[config.mk]
export PLATFORM = sky130hd
export DESIGN_NAME = bus_copy_master
export DESIGN_NICKNAME = d
export VERILOG_FILES = /design/src/rtl/bus_copy_master.sv
export SDC_FILE = /design/constraint.sdc
export NUM_CORES = 1
export LEC_CHECK = 0
export ABC_AREA = 1
export BUFFER_PORTS_ARGS = -buffer_cell sky130_fd_sc_hd__clkbuf_2
export CORE_ASPECT_RATIO = 0.5
export CORE_MARGIN = 2
export CORE_UTILIZATION = 58
export DETAILED_ROUTE_END_ITERATION = 16
export PLACE_DENSITY = 0.86
export SLEW_MARGIN = 20
export SYNTH_ARGS = -nofsm -noshare
export SYNTH_HDL_FRONTEND = slang
export SYNTH_SLANG_ARGS = --single-unit
[constraint.sdc]
create_clock -name clk -period 3.2 [get_ports clk]
set_input_delay 0.16 -clock clk [delete_from_list [all_inputs] [get_ports clk]]
set_output_delay 0.16 -clock clk [all_outputs]
set_load 0.005 [all_outputs]
[src/rtl/bus_copy_master.sv]
// DataBus block-copy initiator: reads a word from src, writes it to dst, repeats len times.
// Optional running checksum of copied words: define BUS_COPY_CHECKSUM_EN.
module bus_copy_master #(
    parameter int LEN_W  = 16,
    parameter int STRIDE = 4
) (
    input  logic             clk,
    input  logic             res,
    input  logic             start,
    input  logic [31:0]      src_addr,
    input  logic [31:0]      dst_addr,
    input  logic [LEN_W-1:0] len,
    output logic             busy,
    output logic             done,
    output logic [31:0]      bus_addr,
    output logic             bus_read,
    output logic             bus_write,
    output logic [31:0]      bus_wdata,
    input  logic [31:0]      bus_rdata,
    input  logic             bus_ready
`ifdef BUS_COPY_CHECKSUM_EN
    ,
    output logic [31:0]      checksum
`endif
);

    typedef enum logic [2:0] {
        S_IDLE,
        S_RD,
        S_CAP,
        S_WR,
        S_DONE
    } state_t;

    state_t           state, state_nxt;
    logic [31:0]      src_q, dst_q, data_q;
    logic [LEN_W-1:0] rem_q;
`ifdef BUS_COPY_CHECKSUM_EN
    logic [31:0]      csum_q;
`endif

    always_ff @(posedge clk) begin
        if (res) begin
            state  <= S_IDLE;
            src_q  <= '0;
            dst_q  <= '0;
            data_q <= '0;
            rem_q  <= '0;
`ifdef BUS_COPY_CHECKSUM_EN
            csum_q <= '0;
`endif
        end else begin
            state <= state_nxt;
            case (state)
                S_IDLE: begin
                    if (start) begin
                        src_q <= {src_addr[31:2], 2'b00};
                        dst_q <= {dst_addr[31:2], 2'b00};
                        rem_q <= len;
`ifdef BUS_COPY_CHECKSUM_EN
                        csum_q <= '0;
`endif
                    end
                end
                S_CAP: data_q <= bus_rdata;
                S_WR: begin
                    // Both addresses advance only once the write is accepted.
                    if (bus_ready) begin
                        src_q <= src_q + 32'(STRIDE);
                        dst_q <= dst_q + 32'(STRIDE);
                        rem_q <= rem_q - LEN_W'(1);
`ifdef BUS_COPY_CHECKSUM_EN
                        csum_q <= csum_q + data_q;
`endif
                    end
                end
                default: ;
            endcase
        end
    end

    always_comb begin
        state_nxt = state;
        busy      = 1'b0;
        done      = 1'b0;
        bus_read  = 1'b0;
        bus_write = 1'b0;
        bus_addr  = '0;
        bus_wdata = '0;
        case (state)
            S_IDLE: begin
                if (start) state_nxt = (len != '0) ? S_RD : S_DONE;
            end
            S_RD: begin
                busy     = 1'b1;
                bus_read = 1'b1;
                bus_addr = src_q;
                if (bus_ready) state_nxt = S_CAP;
            end
            S_CAP: begin
                busy      = 1'b1;
                state_nxt = S_WR;
            end
            S_WR: begin
                busy      = 1'b1;
                bus_write = 1'b1;
                bus_addr  = dst_q;
                bus_wdata = data_q;
                if (bus_ready) state_nxt = (rem_q == LEN_W'(1)) ? S_DONE : S_RD;
            end
            S_DONE: begin
                done      = 1'b1;
                state_nxt = S_IDLE;
            end
            default: state_nxt = S_IDLE;
        endcase
    end

`ifdef BUS_COPY_CHECKSUM_EN
    assign checksum = csum_q;
`endif

endmodule

== Word-level counts from Yosys, hierarchy flattened ==
Index checks and enable logic that the tools add are counted.
Widths: inputs -> output; s select.
Word-level totals
  flip-flop bits (word level): 115
  input port bits: 116
Operators by class
  multiplexer cells: 21
  equality and inequality tests: 8
  reduce and logical (&&, ||, !) cells: 6
  $add $sub $neg: 3
Operators by type and width (count)
  $pmux 32 s2: 3
  $mux 32: 5
  $add 32x3->32 const B: 2
  $mux 16: 2
  $pmux 16 s2: 1
  $eq 16x1->1 const B: 1
  $reduce_bool 16->1: 1
  $sub 16x1->16 const B: 1
  $mux 3: 5
  $pmux 3 s4: 1
  $eq 3x2->1 const B: 2
  $ne 2x2->1 const B: 3
  $reduce_and 3->1: 2
  $mux 1: 4
  $eq 3x1->1 const B: 1
  $eq 3x3->1 const B: 1
  $logic_not 3->1: 1
  $reduce_or 3->1: 1
  $reduce_bool 2->1: 1

== Longest topological paths before layout ==
Gate-level depths: netlist of the first run.
  depth after elaboration: 4
  depth in mapped cells: 11
  depth with buffers taken out: 10

== Worst setup path after synthesis of the first run ==
OpenSTA, ideal clock, no wires.
  path type: reg-to-reg
  from: register dst_q[2]
  to: register dst_q[24]
  slack: 1626 ps
  cell stages (with the launch flop): 12
  library setup time: 117 ps
  path buffers: 1
  data required time: 3083 ps
  arrival time: 1457 ps
  path through: dfxtp_1 > ha_1 > nand2_1 > nor2_2 > nand3_1 > nor2_1 > buf_4 > nand3_1 > nand2_1 > nand2_1 > nor2_1 > nor2_1
Between the ends
  longest elaborated chain between the ends: 3
Ends and longest elaborated chain
  from (decl): RTL line 36  | logic [31:0] src_q, dst_q, data_q;
  from (signal assigned): RTL line 58  | dst_q <= {dst_addr[31:2], 2'b00};
  from (signal assigned): RTL line 70  | dst_q <= dst_q + 32'(STRIDE);
  $add 32x3->32: RTL line 70
  $mux 32: RTL line 68  | if (bus_ready) begin
  $pmux 32 s2: RTL line 54  | case (state)
No other way between the ends. The select of a mux whose other input is x is not followed.
A chain may end at the register's enable or synchronous reset.

== Worst setup path in the final report of the first run ==
  from: register state[1]
  to: output bus_wdata[7]
Between the ends
  longest elaborated chain between the ends: 2
Ends and longest elaborated chain
  from (decl): RTL line 35  | state_t state, state_nxt;
  from (signal assigned): RTL line 53  | state <= state_nxt;
  $eq 3x2->1: RTL line 90  | case (state)
  $mux 32: RTL line 90
  to (decl): RTL line 18  | output logic [31:0] bus_wdata,
No other way between the ends.

==> summary.md, run 1 <==
| Metric | Value |
|---|---|
| Area Overhead vs Synth | `15.9%` |
| Crit-path cells | `nand2_1 -> nor2_4 -> inv_4 -> buf_4 -> nor2_1 -> clkbuf_2` |
| Buf/Inv on CP | `3` |
| HPWL Detailed | `15500 um` |
| First-pass GRT wire length | `35100 um` |
| Min-delay worst type | `input port to flop` |
| Crit path required time | `3.04 ns` |
| Post_cts resized | `0` |
| Number of global-route vias before repair | `7632` |
| Clock Path Buffers | `2` |
| Hold-fix buffers, CTS | `0` |
| Worst path slowest cell | `inv_4` |
| Post-Syn Instances | `1249` |
| CTS tree | `done` |
| Final wirelength | `21600 um` |
| Clk pwr share | `0.189` |
| Vert. Die Dim | `83.1 um` |
| DR vias | `8590` |
| # IOs | `184` |
| Sw Pwr | `0.00270 W` |
| Avg Cell Area, Syn | `5.81 um2` |
| Sw Ratio | `0.453` |
| Gpl congestion | `0.939` |
| GR Util met1 | `0.411` |
| CP Capture Type | `output port` |
| Ant. Diodes | `0` |
| Final Hold Viols | `0` |
| Final min period | `2.47 ns` |
| Relative slew margins | `0.292` |
| Met3 GRT Util | `0.0480` |
| Share of layout cells above drive strength 1 | `0.157` |
| Final Power | `0.00597 W` |
| Total gr overflow | `0` |
| Internal power | `0.00326 W` |
| Register-to-register setup slack | `0.82 ns` |
| Initial antenna violation count | `0` |
| RSZ-0062 raised after global routing | `no` |
| Most frequent cells in the layout | `nand2_1 (304), nor2_1 (220), clkbuf_2 (177)` |
| Antenna Violating Nets Remaining | `0` |
| Leakage power | `3.60 nW` |
| Aggregate global-route resource usage | `0.313` |
| F_max | `404 MHz` |
| Die Area | `0.0135 mm2` |
| Outcome | `complete, no violations` |
| Post-CTS Setup Inserts | `0` |
| Startpoint types | `flop` |
| Largest net degree at the start of global routing | `113` |
| Post-Syn Area | `0.00726 mm2` |
| Post-synthesis sequential area ratio | `0.306` |
| Cell Rows | `28` |
| Syn. warnings | `0` |
| Critical Path Max Stage Delay | `0.73 ns` |
| Combinational fraction of design power | `0.422` |
| Clk Tree Root Cell | `clkbuf_16` |
| Core ar. | `0.0120 mm2` |
| Worst skew pair latency | `0.35 ns` |
| Max Slew Vio Count | `0` |
| Peak supply drop | `434 uV` |
| First-pass DRT Iterations | `6` |
| Drt wl/cell | `13.9 um` |
| Final Instance Area | `0.00841 mm2` |
| Post-layout nets | `1504` |
| 1st-iter DRT viols | `810` |
| Commonest non-fill, non-tap cell in the layout | `nand2_1` |
| Max-Cap Viols | `0` |
| Clock Skew | `0.00844 ns` |
| Final period utilization | `0.773` |
| Clock transition at path regs | `0.08 ns` |
| Synth cell types | `35` |
| Final setup vio count | `0` |
| Crit path max fanout | `112` |
| Seq cells post-synth | `111` |
| Htree depth | `3` |
| Final TNS setup | `0 ns` |
| DR vias/cell | `5.53` |
| TritonCTS buffer count | `9` |
| M2 GR Usage | `0.534` |
| Initial core utilization | `0.604` |
| Power Dens Cells | `709 mW/mm2` |
| Placed cell area | `0.00812 mm2` |
| Num Clock Sinks | `111` |
| Worst Setup Path Type | `flop to output port` |
| Actual slew at the worst max-slew pin | `1.06 ns` |
| Sequential Power Share | `0.388` |
| Fillers | `1117` |
| Die X | `162 um` |
| Global routing's busiest layer | `met2` |
| DRC Markers | `0` |
| Top delay family on crit path | `buffers and inverters` |
| Buffers on Ports | `177` |
| Worst Path Arrival | `2.31 ns` |
## power groups by stage
stage | clock (W) | sequential [W] | combinational (W)
6_report | 0.00113 | 0.00232 | 0.00252
5_1_grt | 0.00120 | 0.00238 | 0.00286
4_1_cts | 0.00114 | 0.00230 | 0.00249
3_5_place_dp | 0 | 0.00233 | 0.00247
3_3_place_gp | 0 | 0.00230 | 0.00239
2_1_floorplan | 0 | 0.00221 | 0.00192
## cell usage after synthesis, drive strengths merged
| master | instances | area [um2] |
|---|---|---|
| a211oi | 3 | 22.5 |
| a21oi | 90 | 450 |
| a22o | 1 | 8.76 |
| a31oi | 10 | 62.6 |
| a41oi | 3 | 26.3 |
| and3 | 1 | 6.26 |
| buf | 36 | 215 |
| clkbuf | 30 | 113 |
| conb | 1 | 3.75 |
| dfxtp | 111 | 2220 |
| ha | 4 | 50.1 |
| inv | 141 | 529 |
| nand2 | 306 | 1150 |
| nand3 | 103 | 515 |
| nand3b | 1 | 7.51 |
| nand4 | 19 | 119 |
| nor2 | 224 | 856 |
| nor3 | 7 | 40.0 |
| o211ai | 4 | 30.0 |
| o21ai | 124 | 621 |
| o21bai | 2 | 15.0 |
| o22ai | 17 | 106 |
| o2bb2ai | 2 | 17.5 |
| o31ai | 3 | 22.5 |
| or2 | 4 | 25.0 |
| xor2 | 2 | 17.5 |
## final timing paths
kind	from	end	cells past startpoint
setup / recovery	state[1]	bus_wdata[7]	6
hold / removal	dst_addr[3]	dst_q[3]	3
setup reg to reg	dst_q[3]	dst_q[22]	9
hold reg to reg	data_q[19]	data_q[19]	2
## routing by layer
| metal | wire, um | part of all wire |
|---|---|---|
| met5 | 0 | 0 |
| met4 | 458 | 0.021 |
| met3 | 1810 | 0.084 |
| met2 | 10000 | 0.46 |
| met1 | 9320 | 0.43 |
## cells by family after synthesis
kind of cell,after synthesis,synth area share
simple gates,665,0.375
compound gates,259,0.191
buf+inv,207,0.118
flops,111,0.306
fa+ha+maj,4,0.00690
xor+xnor,2,0.00241
other cells,1,0.000517
## layout make-up
type,instances,area (um2),area share
tap,165,206,0.0246
multi-input combinational,932,4180,0.497
clock buffer,10,229,0.0272
clock inverter,6,62.6,0.00744
timing repair buffer,189,976,0.116
sequential,111,2220,0.264
inverter,141,532,0.0632
## worst reg2reg max path: stages, from the launching register on
cell and delay (ns):
dfxtp_1 0.39, ha_1 0.18, nand2_1 0.10, nor2_2 0.25, nand3_1 0.20, nor2_1 0.67
nand2_1 0.15, o21ai_0 0.19, nor2_1 0.06, nor2_1 0.11
## state kept, by name (all words and copies together) (netlist names)
signal and count:
state 3, rem_q 16, dst_q 30, src_q 30
data_q 32
## metrics by stage
step	worst slack (ns)	cells	util	hold slack [ns]
2_1_floorplan	1.63	1250	-	0.304
3_3_place_gp	1.02	1538	0.675	0.421
3_5_place_dp	0.891	1538	0.675	0.443
4_1_cts	0.729	1554	0.700	0.0686
5_1_grt	0.548	1554	0.700	0.0797
6_report	0.726	1554	0.700	0.0668
Note: power is estimated with default switching activity, not from simulation.
==> run 2, diff against run 1 <==
Settings changed: CORE_UTILIZATION 58 to 49, PLACE_DENSITY 0.86 to 0.78.
Clock period 3.2 ns to 2.1 ns, I/O delays scaled along.
==> summary.md, run 2 (synthesized netlist as in run 1, its figures left out) <==
| Metric | Value |
|---|---|
| Final setup vio count | `0` |
| Crit path max fanout | `7` |
| Aggregate global-route resource usage | `0.272` |
| Clk Tree Root Cell | `clkbuf_16` |
| Total gr overflow | `0` |
| DR vias/cell | `5.35` |
| Antenna Violating Nets Remaining | `0` |
| Hold Crit Depth | `3` |
| Cell Rows | `31` |
| Reg2reg end | `src_q[8]` |
| Crit path required time | `2.00 ns` |
| Commonest non-fill, non-tap cell in the layout | `nand2_1` |
| First-pass GRT wire length | `35700 um` |
| Final TNS setup | `0 ns` |
| CTS tree | `done` |
| Max reg flops | `32` |
| Final period utilization | `0.952` |
| Leakage power | `3.74 nW` |
| CP Capture Type | `output port` |
| Worst R2R Path Depth | `10` |
| Clock Path Buffers | `2` |
| Clock transition at path regs | `0.08 ns` |
| Worst skew pair latency | `0.36 ns` |
| Number of global-route vias before repair | `7549` |
| Met3 GRT Util | `0.0482` |
| Most frequent cells in the layout | `nand2_1 (304), nor2_1 (220), clkbuf_2 (177)` |
| Worst hold margin | `0.00248 ns` |
| Global routing's busiest layer | `met2` |
| Setup slack after placement | `0.345 ns` |
| Initial antenna violation count | `0` |
| Max-Cap Viols | `0` |
| Core ar. | `0.0145 mm2` |
| Worst Path Arrival | `1.89 ns` |
| 1st-iter DRT viols | `633` |
| Num Clock Sinks | `111` |
| TritonCTS buffer count | `9` |
| Largest net degree at the start of global routing | `77` |
| Max Slew Vio Count | `0` |
| Die Area | `0.0159 mm2` |
| Min-delay worst type | `input port to flop` |
| Gpl congestion | `0.950` |
| M2 GR Usage | `0.449` |
| Vert. Die Dim | `90.0 um` |
| Peak supply drop | `545 uV` |
| Worst r2r src | `state[1]` |
| RSZ-0062 raised after global routing | `yes` |
| HPWL Detailed | `16100 um` |
| Worst Setup Path Type | `flop to output port` |
| Outcome | `complete, no violations` |
| Die X | `176 um` |
| Final Instance Area | `0.00874 mm2` |
| Clock Skew | `0.00906 ns` |
| Startpoint types | `flop` |
| Hold EP | `rem_q[1]` |
| Power Dens Cells | `1080 mW/mm2` |
| # IOs | `184` |
| Post-layout nets | `1524` |
| First-pass DRT Iterations | `6` |
| Hold Crit Start | `len[1]` |
| DR vias | `8596` |
| Area Overhead vs Synth | `20.4%` |
| Register-to-register setup slack | `0.23 ns` |
| Final min period | `2.00 ns` |
| Ant. Diodes | `0` |
| Drt wl/cell | `13.9 um` |
| Top Registers | `data_q x32, dst_q x30, src_q x30` |
| Post-layout worst setup margin | `0.102 ns` |
| Fillers | `1419` |
| Final wirelength | `22300 um` |
| DRC Markers | `0` |
| Htree depth | `3` |
| Initial core utilization | `0.502` |
| Final Hold Viols | `0` |
| Share of layout cells above drive strength 1 | `0.172` |
| F_max | `500 MHz` |
| Buffers on Ports | `177` |
| Placed cell area | `0.00834 mm2` |
| Reg with most FFs | `data_q` |
| GR Util met1 | `0.367` |
## run 2: worst max-delay path by stage
stage / startpoint / end / slack [ns] / cells past startpoint
final: state[0] / bus_addr[19] / 0.10 / 8
after global routing: state[0] / bus_addr[27] / -0.003 / 8
after CTS: state[1] / bus_addr[18] / 0.03 / 6
after detailed placement: state[1] / src_q[8] / 0.35 / 9
after global placement: state[1] / src_q[8] / 0.38 / 9
after floorplan: dst_q[2] / dst_q[24] / 0.53 / 11
## run 2: critical path, cell delays in order, from the launching register on
cell        delay [ns]
dfxtp_1           0.36
inv_1             0.06
nor2_1            0.08
inv_1             0.09
nor2_4            0.12
clkinvlp_4        0.22
buf_4             0.24
o21ai_0           0.20
clkbuf_2          0.15
## run 2: area by class of cell
class | instances | area (um2) | share of cell area
Multi-Input combinational cell | 932 | 4200 | 0.480
Sequential cell | 111 | 2220 | 0.254
Timing Repair Buffer | 209 | 1230 | 0.141
Inverter | 141 | 536 | 0.0613
Tap cell | 198 | 248 | 0.0284
Clock buffer | 9 | 225 | 0.0258
Clock inverter | 7 | 75.1 | 0.00859
## run 2: timing repair
action | in CTS | in global routing
endpoints found under the setup margin | 0 | 13
hold buffers | 1 | 0
setup buffers | 0 | 5
endpoints found under the hold margin | 1 | 0
resized for setup | 0 | 7
## run 2: metrics by stage
stage	instances	total power, W	utilization
final	1607	0.00941	0.604
after floorplan	1250	0.00629	-
after global placement	1584	0.00737	0.577
after CTS	1601	0.00927	0.598
after detailed placement	1584	0.00750	0.577
after global routing	1607	0.0102	0.604
## run 2: per-layer routing
layer / share of wire / up-vias
met5: 0 / -
met4: 0.018 / 0
met3: 0.080 / 36
met2: 0.45 / 337
met1: 0.46 / 3874
li1: - / 4349
## run 2: where the power goes
part,switching [W],internal (W),leakage [nW]
sequential,0.000665,0.00286,0.914
clock,0.000905,0.000845,0.148
combinational,0.00264,0.00149,2.68
==> run 3, diff against run 2 <==
Settings changed: BUFFER_PORTS_ARGS -buffer_cell sky130_fd_sc_hd__clkbuf_2 to unset, CORE_UTILIZATION 49 to 58, DONT_BUFFER_PORTS set to 1, PLACE_DENSITY 0.78 to 0.76.
==> summary.md, run 3 (synthesized netlist as in run 1, its figures left out) <==
| Metric | Value |
|---|---|
| Final Power | `0.00916 W` |
| Die X | `162 um` |
| Final setup vio count | `0` |
| Buffers on Ports | `0` |
| Worst Setup Path Type | `flop to output port` |
| 1st-iter DRT viols | `756` |
| RSZ-0062 raised after global routing | `yes` |
| Layout Utilization | `0.703` |
| Area Overhead vs Synth | `16.5%` |
| Htree depth | `3` |
| Initial core utilization | `0.604` |
| Max-Cap Viols | `0` |
| Vert. Die Dim | `83.1 um` |
| Min-delay worst type | `input port to flop` |
| DR vias | `8227` |
| TritonCTS buffer count | `9` |
| Worst Path Arrival | `1.90 ns` |
| Finished Layout Cells | `1460` |
| Relative slew margins | `0.486` |
| Crit path max fanout | `23` |
| Aggregate global-route resource usage | `0.322` |
| Initial antenna violation count | `0` |
| Max reg flops | `32` |
| # IOs | `184` |
| Antenna Violating Nets Remaining | `0` |
| Outcome | `complete, no violations` |
| CP Capture Type | `output port` |
| Die Area | `0.0135 mm2` |
| Top Registers | `data_q x32, dst_q x30, src_q x30` |
| First-pass DRT Iterations | `6` |
| Final wirelength | `22200 um` |
| DRC Markers | `0` |
| Post-CTS Setup Inserts | `0` |
| Final Instance Area | `0.00845 mm2` |
| Crit path required time | `2.00 ns` |
| CTS tree | `done` |
| Clock Path Buffers | `2` |
| Peak supply drop | `551 uV` |
| Worst skew pair latency | `0.36 ns` |
| Drt wl/cell | `15.2 um` |
| Reg with most FFs | `data_q` |
| Register-to-register setup slack | `0.26 ns` |
| Cell Rows | `28` |
| Final min period | `2.01 ns` |
| Dpl cells | `1368` |
| Max Slew Vio Count | `0` |
| Number of global-route vias before repair | `7357` |
| F_max | `498 MHz` |
| Most frequent cells in the layout | `nand2_1 (304), nor2_1 (217), inv_1 (137)` |
| HPWL Detailed | `15100 um` |
| Largest net degree at the start of global routing | `68` |
| Final Hold Viols | `0` |
| DR vias/cell | `5.63` |
| Leakage power | `3.23 nW` |
| Total gr overflow | `0` |
| Share of layout cells above drive strength 1 | `0.0402` |
| Clock Skew | `0.00822 ns` |
| Placed cell area | `0.00738 mm2` |
| Ant. Diodes | `0` |
| Commonest non-fill, non-tap cell in the layout | `nand2_1` |
| Clk Tree Root Cell | `clkbuf_16` |
| Startpoint types | `flop` |
| Gpl congestion | `0.956` |
| Post-layout nets | `1410` |
| Clock transition at path regs | `0.08 ns` |
| Core ar. | `0.0120 mm2` |
| Final period utilization | `0.957` |
| Worst hold margin | `0.0152 ns` |
| Actual slew at the worst max-slew pin | `0.771 ns` |
| Num Clock Sinks | `111` |
| First-pass GRT wire length | `35500 um` |
| Power Dens Cells | `1080 mW/mm2` |
## run 3: cell count changes in the layout (fill, tap and decap cells not counted), moves of 3 or more
cell,previous run,this run
nor2_2,2,6
dlygate4sd3_1,1,75
o21ai_1,2,5
nor2_1,220,217
buf_4,23,10
o21ai_0,122,119
clkbuf_2,177,0
## run 3: stage by stage
stage / setup slack (ns) / setup TNS, ns
2_1_floorplan: 0.526 / 0
3_5_place_dp: 0.353 / 0
5_1_grt: -0.0602 / -0.208
3_3_place_gp: 0.399 / 0
6_report: 0.0908 / 0
4_1_cts: 0.0733 / 0
## run 3: path summary, 6_finish.rpt
check,cells after the start,from,endpoint
setup / recovery,5,state[2],bus_addr[2]
hold reg to reg,2,data_q[20],data_q[20]
setup reg to reg,9,src_q[2],src_q[14]
hold / removal,4,src_addr[5],src_q[5]
## run 3: area by class of cell
cell class	count	area, um2
tap	165	206
multi-input combinational	932	4190
clock inverter	6	57.6
inverter	141	532
fill	1058	3560
sequential	111	2220
timing repair buffer	95	1020
clock buffer	10	229
## run 3: what timing repair did
| action | 4_1_cts | 5_1_grt |
|---|---|---|
| setup endpoints to repair | 0 | 24 |
| hold endpoints to repair | 103 | 0 |
| hold buffers | 76 | 0 |
| resized for setup | 0 | 8 |
## run 3: routing by layer
layer | global-route usage | vias up | wire length [um]
met5 | 0 | - | 0
met4 | 0.101 | 0 | 597
met3 | 0.0759 | 45 | 1910
met2 | 0.533 | 365 | 9910
met1 | 0.418 | 3703 | 9760
li1 | - | 4114 | -
## run 3: critical path, stage by stage, from the launching register on
cell	delay [ns]
dfxtp_1	0.45
nor2_1	0.08
inv_1	0.11
nor2_2	0.07
inv_1	0.57
o21ai_0	0.28
## run 3: power by group
| group | total [W] | switching (W) | internal (W) | leakage (nW) |
|---|---|---|---|---|
| logic | 0.00391 | 0.00258 | 0.00133 | 2.17 |
| registers | 0.00354 | 0.000674 | 0.00286 | 0.914 |
| clock network | 0.00171 | 0.000873 | 0.000840 | 0.142 |
